**src/rtl/pipe_pkg.sv**
```systemverilog
// rtl/pipe_pkg.sv - shared state encoding, payload layout and constants for pipe_stage_buffer
package pipe_pkg;

    localparam int PIPE_XLEN = 32;
    localparam int PIPE_ILEN = 32;
    localparam int PIPE_SB_W = 4;

    localparam logic [31:0] PIPE_NOP_INSTR = 32'h0000_0013;

    typedef enum logic [1:0] {
        EMPTY = 2'd0,
        FULL  = 2'd1,
        SKID  = 2'd2
    } pipe_state_e;

    typedef struct packed {
        logic [PIPE_XLEN-1:0] pc;
        logic [PIPE_ILEN-1:0] instr;
        logic [PIPE_SB_W-1:0] sb;
    } pipe_payload_t;

endpackage

```
**src/rtl/pipe_payload_reg.sv**
```systemverilog
// rtl/pipe_payload_reg.sv - enable-loaded payload register with async reset value
module pipe_payload_reg #(
    parameter int           W         = 68,
    parameter logic [W-1:0] RESET_VAL = '0
) (
    input  logic         clk,
    input  logic         rst,
    input  logic         load,
    input  logic [W-1:0] d,
    output logic [W-1:0] q
);

    always_ff @(posedge clk or posedge rst) begin
        if (rst) begin
            q <= RESET_VAL;
        end else if (load) begin
            q <= d;
        end
    end

endmodule

```
**src/rtl/pipe_stage_buffer.sv**
```systemverilog
// rtl/pipe_stage_buffer.sv - valid/ready pipeline stage register with flush; PIPE_STAGE_SKID_EN adds a skid entry
module pipe_stage_buffer
    import pipe_pkg::*;
#(
    parameter int              XLEN      = PIPE_XLEN,
    parameter int              ILEN      = PIPE_ILEN,
    parameter int              SB_W      = PIPE_SB_W,
    parameter logic [XLEN-1:0] RESET_PC  = '0,
    parameter logic [ILEN-1:0] NOP_INSTR = ILEN'(PIPE_NOP_INSTR)
) (
    input  logic            clk,
    input  logic            rst,
    input  logic            flush,
    input  logic            in_valid,
    output logic            in_ready,
    input  logic [XLEN-1:0] in_pc,
    input  logic [ILEN-1:0] in_instr,
    input  logic [SB_W-1:0] in_sb,
    output logic            out_valid,
    input  logic            out_ready,
    output logic [XLEN-1:0] out_pc,
    output logic [ILEN-1:0] out_instr,
    output logic [SB_W-1:0] out_sb
);

    localparam int PW = XLEN + ILEN + SB_W;

    pipe_state_e   state;
    pipe_state_e   state_nxt;
    logic          in_fire;
    logic          out_fire;
    logic          main_load;
    logic [PW-1:0] in_word;
    logic [PW-1:0] main_d;
    logic [PW-1:0] main_word;

    assign in_word   = {in_pc, in_instr, in_sb};
    assign out_valid = (state != EMPTY);
    assign in_fire   = in_valid & in_ready;
    assign out_fire  = out_valid & out_ready;

`ifdef PIPE_STAGE_SKID_EN
    logic          in_ready_q;
    logic          skid_load;
    logic          main_from_skid;
    logic [PW-1:0] skid_word;

    // Registered ready breaks the out_ready -> in_ready path; reset forces it low.
    assign in_ready = in_ready_q & ~rst;
    assign main_d   = main_from_skid ? skid_word : in_word;

    pipe_payload_reg #(
        .W         (PW),
        .RESET_VAL ('0)
    ) u_skid (
        .clk  (clk),
        .rst  (rst),
        .load (skid_load),
        .d    (in_word),
        .q    (skid_word)
    );
`else
    assign in_ready = ~rst & (~out_valid | out_ready);
    assign main_d   = in_word;
`endif

    always_comb begin
        state_nxt = state;
        main_load = 1'b0;
`ifdef PIPE_STAGE_SKID_EN
        skid_load      = 1'b0;
        main_from_skid = 1'b0;
`endif
        // Flush wins over any transfer; a beat accepted this cycle is simply dropped.
        if (flush) begin
            state_nxt = EMPTY;
        end else begin
            case (state)
                EMPTY: begin
                    if (in_fire) begin
                        state_nxt = FULL;
                        main_load = 1'b1;
                    end
                end
                FULL: begin
                    if (in_fire && out_ready) begin
                        main_load = 1'b1;
                    end
`ifdef PIPE_STAGE_SKID_EN
                    else if (in_fire) begin
                        state_nxt = SKID;
                        skid_load = 1'b1;
                    end
`endif
                    else if (out_fire) begin
                        state_nxt = EMPTY;
                    end
                end
`ifdef PIPE_STAGE_SKID_EN
                SKID: begin
                    if (out_fire) begin
                        state_nxt      = FULL;
                        main_load      = 1'b1;
                        main_from_skid = 1'b1;
                    end
                end
`endif
                default: state_nxt = EMPTY;
            endcase
        end
    end

    always_ff @(posedge clk or posedge rst) begin
        if (rst) begin
            state <= EMPTY;
`ifdef PIPE_STAGE_SKID_EN
            in_ready_q <= 1'b1;
`endif
        end else begin
            state <= state_nxt;
`ifdef PIPE_STAGE_SKID_EN
            in_ready_q <= (state_nxt != SKID);
`endif
        end
    end

    pipe_payload_reg #(
        .W         (PW),
        .RESET_VAL ({RESET_PC, NOP_INSTR, {SB_W{1'b0}}})
    ) u_main (
        .clk  (clk),
        .rst  (rst),
        .load (main_load),
        .d    (main_d),
        .q    (main_word)
    );

    // PC keeps its last value when empty; instruction and sideband read as a bubble.
    assign out_pc    = main_word[PW-1 -: XLEN];
    assign out_instr = out_valid ? main_word[SB_W +: ILEN] : NOP_INSTR;
    assign out_sb    = out_valid ? main_word[SB_W-1:0] : '0;

endmodule

```
**config.mk**
```make
export PLATFORM = sky130hd
export DESIGN_NAME = pipe_stage_buffer
export DESIGN_NICKNAME = d
export VERILOG_FILES = /design/src/rtl/pipe_pkg.sv /design/src/rtl/pipe_payload_reg.sv /design/src/rtl/pipe_stage_buffer.sv
export SDC_FILE = /design/constraint.sdc
export NUM_CORES = 1
export LEC_CHECK = 0
export ABC_AREA = 1
export CELL_PAD_IN_SITES_DETAIL_PLACEMENT = 0
export CELL_PAD_IN_SITES_GLOBAL_PLACEMENT = 1
export CORE_MARGIN = 8
export CORE_UTILIZATION = 30
export DETAILED_ROUTE_END_ITERATION = 8
export GPL_TIMING_DRIVEN = 0
export HOLD_SLACK_MARGIN = 0.03
export PLACE_DENSITY_LB_ADDON = 0.12
export SYNTH_ARGS = -nofsm -noshare
export SYNTH_HDL_FRONTEND = slang
export SYNTH_SLANG_ARGS = --single-unit
```
**constraint.sdc**
```tcl
create_clock -name clk -period 4.2 [get_ports clk]
set_input_delay 0.42 -clock clk [delete_from_list [all_inputs] [get_ports clk]]
set_output_delay 0.42 -clock clk [all_outputs]
set_load 0.1 [all_outputs]
```
* After elaboration in Yosys (flattened, before gate mapping)
Cells that the tools add are included.
** Operators by class
- Equality and inequality tests :: 4
- Mux-type cells :: 11
- Bitwise gates (word level) :: 6
- Reduce and logical (&&, ||, !) cells :: 4
** Operators with widths (count)
- 2-to-1 mux 32 bit :: 1
- inequality test 3 bit, second input constant :: 3
- 2-to-1 mux 2 bit :: 4
- 2-to-1 mux 4 bit :: 1
- case mux 2 bit (2 select lines) :: 1
- bitwise AND 1 bit :: 3
- 2-to-1 mux 1 bit :: 3
- AND reduction 3 bit :: 1
- == test 2 x 1 -> 1 bit, second input constant :: 1
- logical NOT 2 bit :: 1
- NOT 1 bit :: 2
- case mux 1 bit (2 select lines) :: 1
- nonzero test 2 bit :: 1
- logical AND 1 bit :: 1
- OR 1 bit :: 1
** Storage, ports and cells
- Bits in registers :: 70
- Output and inout port bits :: 70
- Logic and storage cells :: 27

* Longest topological paths before layout
- Depth after elaboration :: 9
- Mapped depth :: 7
- Depth with buffers taken out :: 5

* Hierarchy
From an unflattened synthesis, not the netlist that was laid out.
** Unflattened totals
- Cells, all modules :: 378
- Area total of the unflattened synthesis :: 2961.6 µm²
** By module, submodules not included
- pipe_payload_reg :: times used 1, cells each 289, area each 2583.7 µm², sequential area each 1705.4 µm²
- pipe_stage_buffer :: times used 1, cells each 89, area each 377.9 µm², sequential area each 25.0 µm²

* Least setup slack after synthesis
Ideal clock, no wire load.
- Kind :: input-to-reg
- Start point :: input port rst
- End point :: register u_main.q[50]
- Library setup time :: 78 ps
- Data arrival time :: 3024 ps
- Slack :: 1098 ps
- Stages :: 4
- Cells stage by stage :: inv_2 -> clkbuf_1 -> nand4_1 -> nand2_1
** On the way
- Cells in the longest elaborated chain, start to end :: 7
- Elaborated cells on any way between the ends :: 8
- Those cells by class :: mux: 4; bitwise: 3; reduce/logical: 1
** RTL lines
- from (decl) :: RTL line pipe_stage_buffer.sv:12 : input logic rst,
- NOT 1 bit (*) :: RTL line pipe_stage_buffer.sv:63 : assign in_ready = ~rst & (~out_valid | out_ready);
- bitwise AND 1 bit (*) :: RTL line pipe_stage_buffer.sv:63
- bitwise AND 1 bit (*) :: RTL line pipe_stage_buffer.sv:39 : assign in_fire = in_valid & in_ready;
- logical AND 1 bit :: RTL line pipe_stage_buffer.sv:86 : if (in_fire && out_ready) begin
- 2-to-1 mux 1 bit :: RTL line pipe_stage_buffer.sv:86
- case mux 1 bit (2 select lines) (*) :: RTL line pipe_stage_buffer.sv:78 : case (state)
- 2-to-1 mux 1 bit (*) :: RTL line pipe_stage_buffer.sv:75 : if (flush) begin
- to (signal assigned) :: RTL line pipe_payload_reg.sv:15 : q <= RESET_VAL;
- to (signal assigned) :: RTL line pipe_payload_reg.sv:17 : q <= d;
- to (decl) :: RTL line pipe_payload_reg.sv:10 : output logic [W-1:0] q
Mark *: on every way between the ends. The rest lies on a longest branch, timed or not.
A chain may end at the register's enable or synchronous reset.

* Final worst setup path
- Start point :: register state[0]
- End point :: output port out_instr[21]
** On the way
- Cells in the longest elaborated chain, start to end :: 2
** RTL lines
- from (decl) :: RTL line pipe_stage_buffer.sv:28 : pipe_state_e state;
- from (signal assigned) :: RTL line pipe_stage_buffer.sv:120 : state <= state_nxt;
- nonzero test 2 bit :: RTL line pipe_stage_buffer.sv:38 : assign out_valid = (state != EMPTY);
- 2-to-1 mux 32 bit :: RTL line pipe_stage_buffer.sv:140 : assign out_instr = out_valid ? main_word[SB_W +: ILEN] : NOP_INSTR;
- to (decl) :: RTL line pipe_stage_buffer.sv:22 : output logic [ILEN-1:0] out_instr,
No other way between the ends.

==> flow_summary_export.csv <==
group,metric,value,unit
synthesis,synth_fp_nets,490,
floorplanning,pin_count,143,
placed_design,dp_slack,1.53,ns
timing,hold_viol_final,0,
status,status,"completed",
global_routing,grt_use_total,14.5,%
route,wl_per_cell,14.7,um
clocking,clk_pin_slew,0.07,ns
layout,insertedDiodeCount,0,
route,ant_nets,0,
layout,synthToLayoutAreaGrowth,54.4,%
layout,n_fill_cell,1129,
synthesis,yosys-top-cells-area,"dfrtp_1 (49%), nand2_1 (19%), nand4_1 (13%)",
pwr,combPwrFrac,41.4,%
pwr,p_leak,0.00269,uW
synthesis,netlist_instances,417,
worst_setup_path,path_class,"reg2out",
placed_design,io_buffers,142,
route,finalWirelength,10500,um
placed_design,dpl.hpwl,7800,um
route,vias,3206,
clocking,cts-root-buf,"clkbuf_8",
floorplanning,start_util,31.0,%
synthesis,ys_seq_area_share,51.3,%
worst_setup_path,r2r_setup_slack,2.76,ns
layout,nets,644,
synthesis,async_flop_share,100,%
global_routing,antenna_found_initial,0,
synthesis,syn_area,0.00337,mm^2
worst_setup_path,cp.arrival,2.54,ns
timing,finalMaxSlewViolations,0,
clocking,cts_max_level,3,
worst_setup_path,cp-start-kind,"flip-flop",
layout,multi_input_area,0.00111,mm^2
clocking,postCtsSetupRepairBufs,0,
floorplanning,die_h,122,um
synthesis,synth_edf_count,0,
timing,setup_ws,1.24,ns
worst_setup_path,end_kind,"primary output",
timing,worstMarginPinSlew,1.02,ns
synthesis,yosys_register_bits,69,
clocking,cts_hold_buf,0,
route,dr.pass1.iters,4,
floorplanning,die_area,0.0149,mm^2
global_routing,grt_pass1_wl,17000,um
timing,fmax,338,MHz
timing,finalCriticalPeriod,2.96,ns
placed_design,globalplace.congestion,0.742,
global_routing,first_global_vias,3260,
pwr,pwr-share-clk,24.0,%
synthesis,yosysWarnings,0,
pwr,ir_worst_vdd,0.240,mV
layout,seqCellArea,0.00173,mm^2
route,drtIter0Drc,190,
global_routing,grt_overflow,0,
pwr,power.density,465,mW/mm^2
synthesis,synth.most_common_cell,"nand2_1",
layout,drive_gt1_share,11.6,%
clocking,cts_resized,0,
clocking,cts_max_path_buffers,2,
synthesis,synth_area_per_cell,8.09,um^2
route,vias_per_cell,4.48,
timing,setup_viol,0,
flow_run,cap_violations,0,
floorplanning,die_w,122,um
worst_setup_path,cp.required,3.78,ns
pwr,p_sw,1010,uW
clocking,clk_latency,0.34,ns
timing,grt_setup_unrepaired,"false",
synthesis,yosysUniqueCellTypes,16,
pwr,power.share.switching,41.8,%
layout,final_cells,716,
timing,max_slew_margin,31.8,%
pwr,internal-power,1410,uW
route,drc,0,
clocking,cts_made_buffers,9,
synthesis,synth_top_cells_by_count,"nand2_1 (172), nand4_1 (68), dfrtp_1 (66), inv_1 (38), buf_4 (34)",
timing,skew,0.00611,ns
timing,fin_crit_sh,70.4,%
pwr,seq_power_share,34.7,%
clocking,cts_tree,"done",
synthesis,synth_top_cell_by_area,"dfrtp_1",
synthesis,synth.top_cell.area_share,49.0,%
floorplanning,rows,38,
global_routing,grt_max_degree,59,
worst_setup_path,crit_path_max_fanout,10,
clocking,cts_sinks,69,
hold_path,hold_path_class,"reg2reg",
synthesis,ys.flop_type,"dfrtp_1",
placed_design,dp.cells,700,
floorplanning,design.core.area,0.0109,mm^2
[metrics by stage]
step	utilization [%]	cell area (um^2)	TNS, ns	hold WS, ns	total power (uW)
2_1_floorplan	-	3370	0	0.442	1600
3_3_place_gp	45.6	4970	-78.66	0.451	1850
3_5_place_dp	45.9	5000	0	0.456	1860
4_1_cts	47.8	5210	0	0.466	2450
5_1_grt	47.8	5210	0	0.488	2540
6_report	47.8	5210	0	0.463	2420
[routing by layer]
layer	part of all wire, %	GRT usage (%)	vias to the layer above	wire length [um]
met4	0.95	4.86	0	100
met2	46	22.4	93	4880
met3	7.6	5.51	7	794
li1	-	-	1610	-
met5	0	0	-	0
met1	45	18.1	1496	4730
[power by group through the flow]
stage          clock network, uW  registers, uW  logic (uW)
2_1_floorplan                  0            840         756
3_3_place_gp                   0            847        1000
3_5_place_dp                   0            852        1010
4_1_cts                      600            841        1010
5_1_grt                      630            855        1060
6_report                     580            840        1000
[cell usage in the layout (no fill, tap or decap), types with 2 or more instances in the layout]
cell	synthesis	routed
clkbuf_8	0	9
clkbuf_1	14	16
buf_2	10	10
buf_4	34	34
nand4_1	68	68
buf_1	5	5
clkdlybuf4s50_1	0	142
nand2_1	172	172
bufinv_16	0	2
dfstp_2	3	3
inv_1	38	38
dfrtp_1	66	66
[flip-flops by register name, summed over array words and instances, names as in the netlist]
name      cells
u_main.q     68
state         1
[worst max-delay path, stage by stage, from the launching register on]
cell and delay [ns]:
dfrtp_1 0.38, buf_2 0.25, buf_2 0.28, nand2_1 0.08, inv_1 0.05, clkdlybuf4s50_1 1.15
[final timing paths]
kind                                 end  cells after the start        start
min reg2reg                  u_main.q[8]                      2  u_main.q[8]
max                        out_instr[21]                      5     state[0]
min                          u_main.q[8]                      2  u_main.q[8]
max in group asynchronous   u_main.q[12]                      4          rst
min in group asynchronous   u_main.q[67]                      3          rst
max reg2reg                 u_main.q[18]                      6     state[0]
[cells by family (layout without fill, tap and decap cells)]
group | Yosys count | after routing | share of synthesized area, %
AND/OR/NAND/NOR | 243 | 243 | 32.6
buffers and inverters | 103 | 262 | 15.8
flip-flops | 69 | 69 | 51.3
AO/OA/AOI/OAI | 2 | 2 | 0.296
[layout make-up]
cell class | instances | area share (%)
tap | 140 | 3.36
clock buffer | 12 | 2.59
buffer | 64 | 7.52
sequential | 69 | 33.2
multi-input combinational | 245 | 21.3
timing repair buffer | 143 | 27.8
clock inverter | 4 | 1.39
inverter | 39 | 2.81
(Power assumes the default switching activity.)
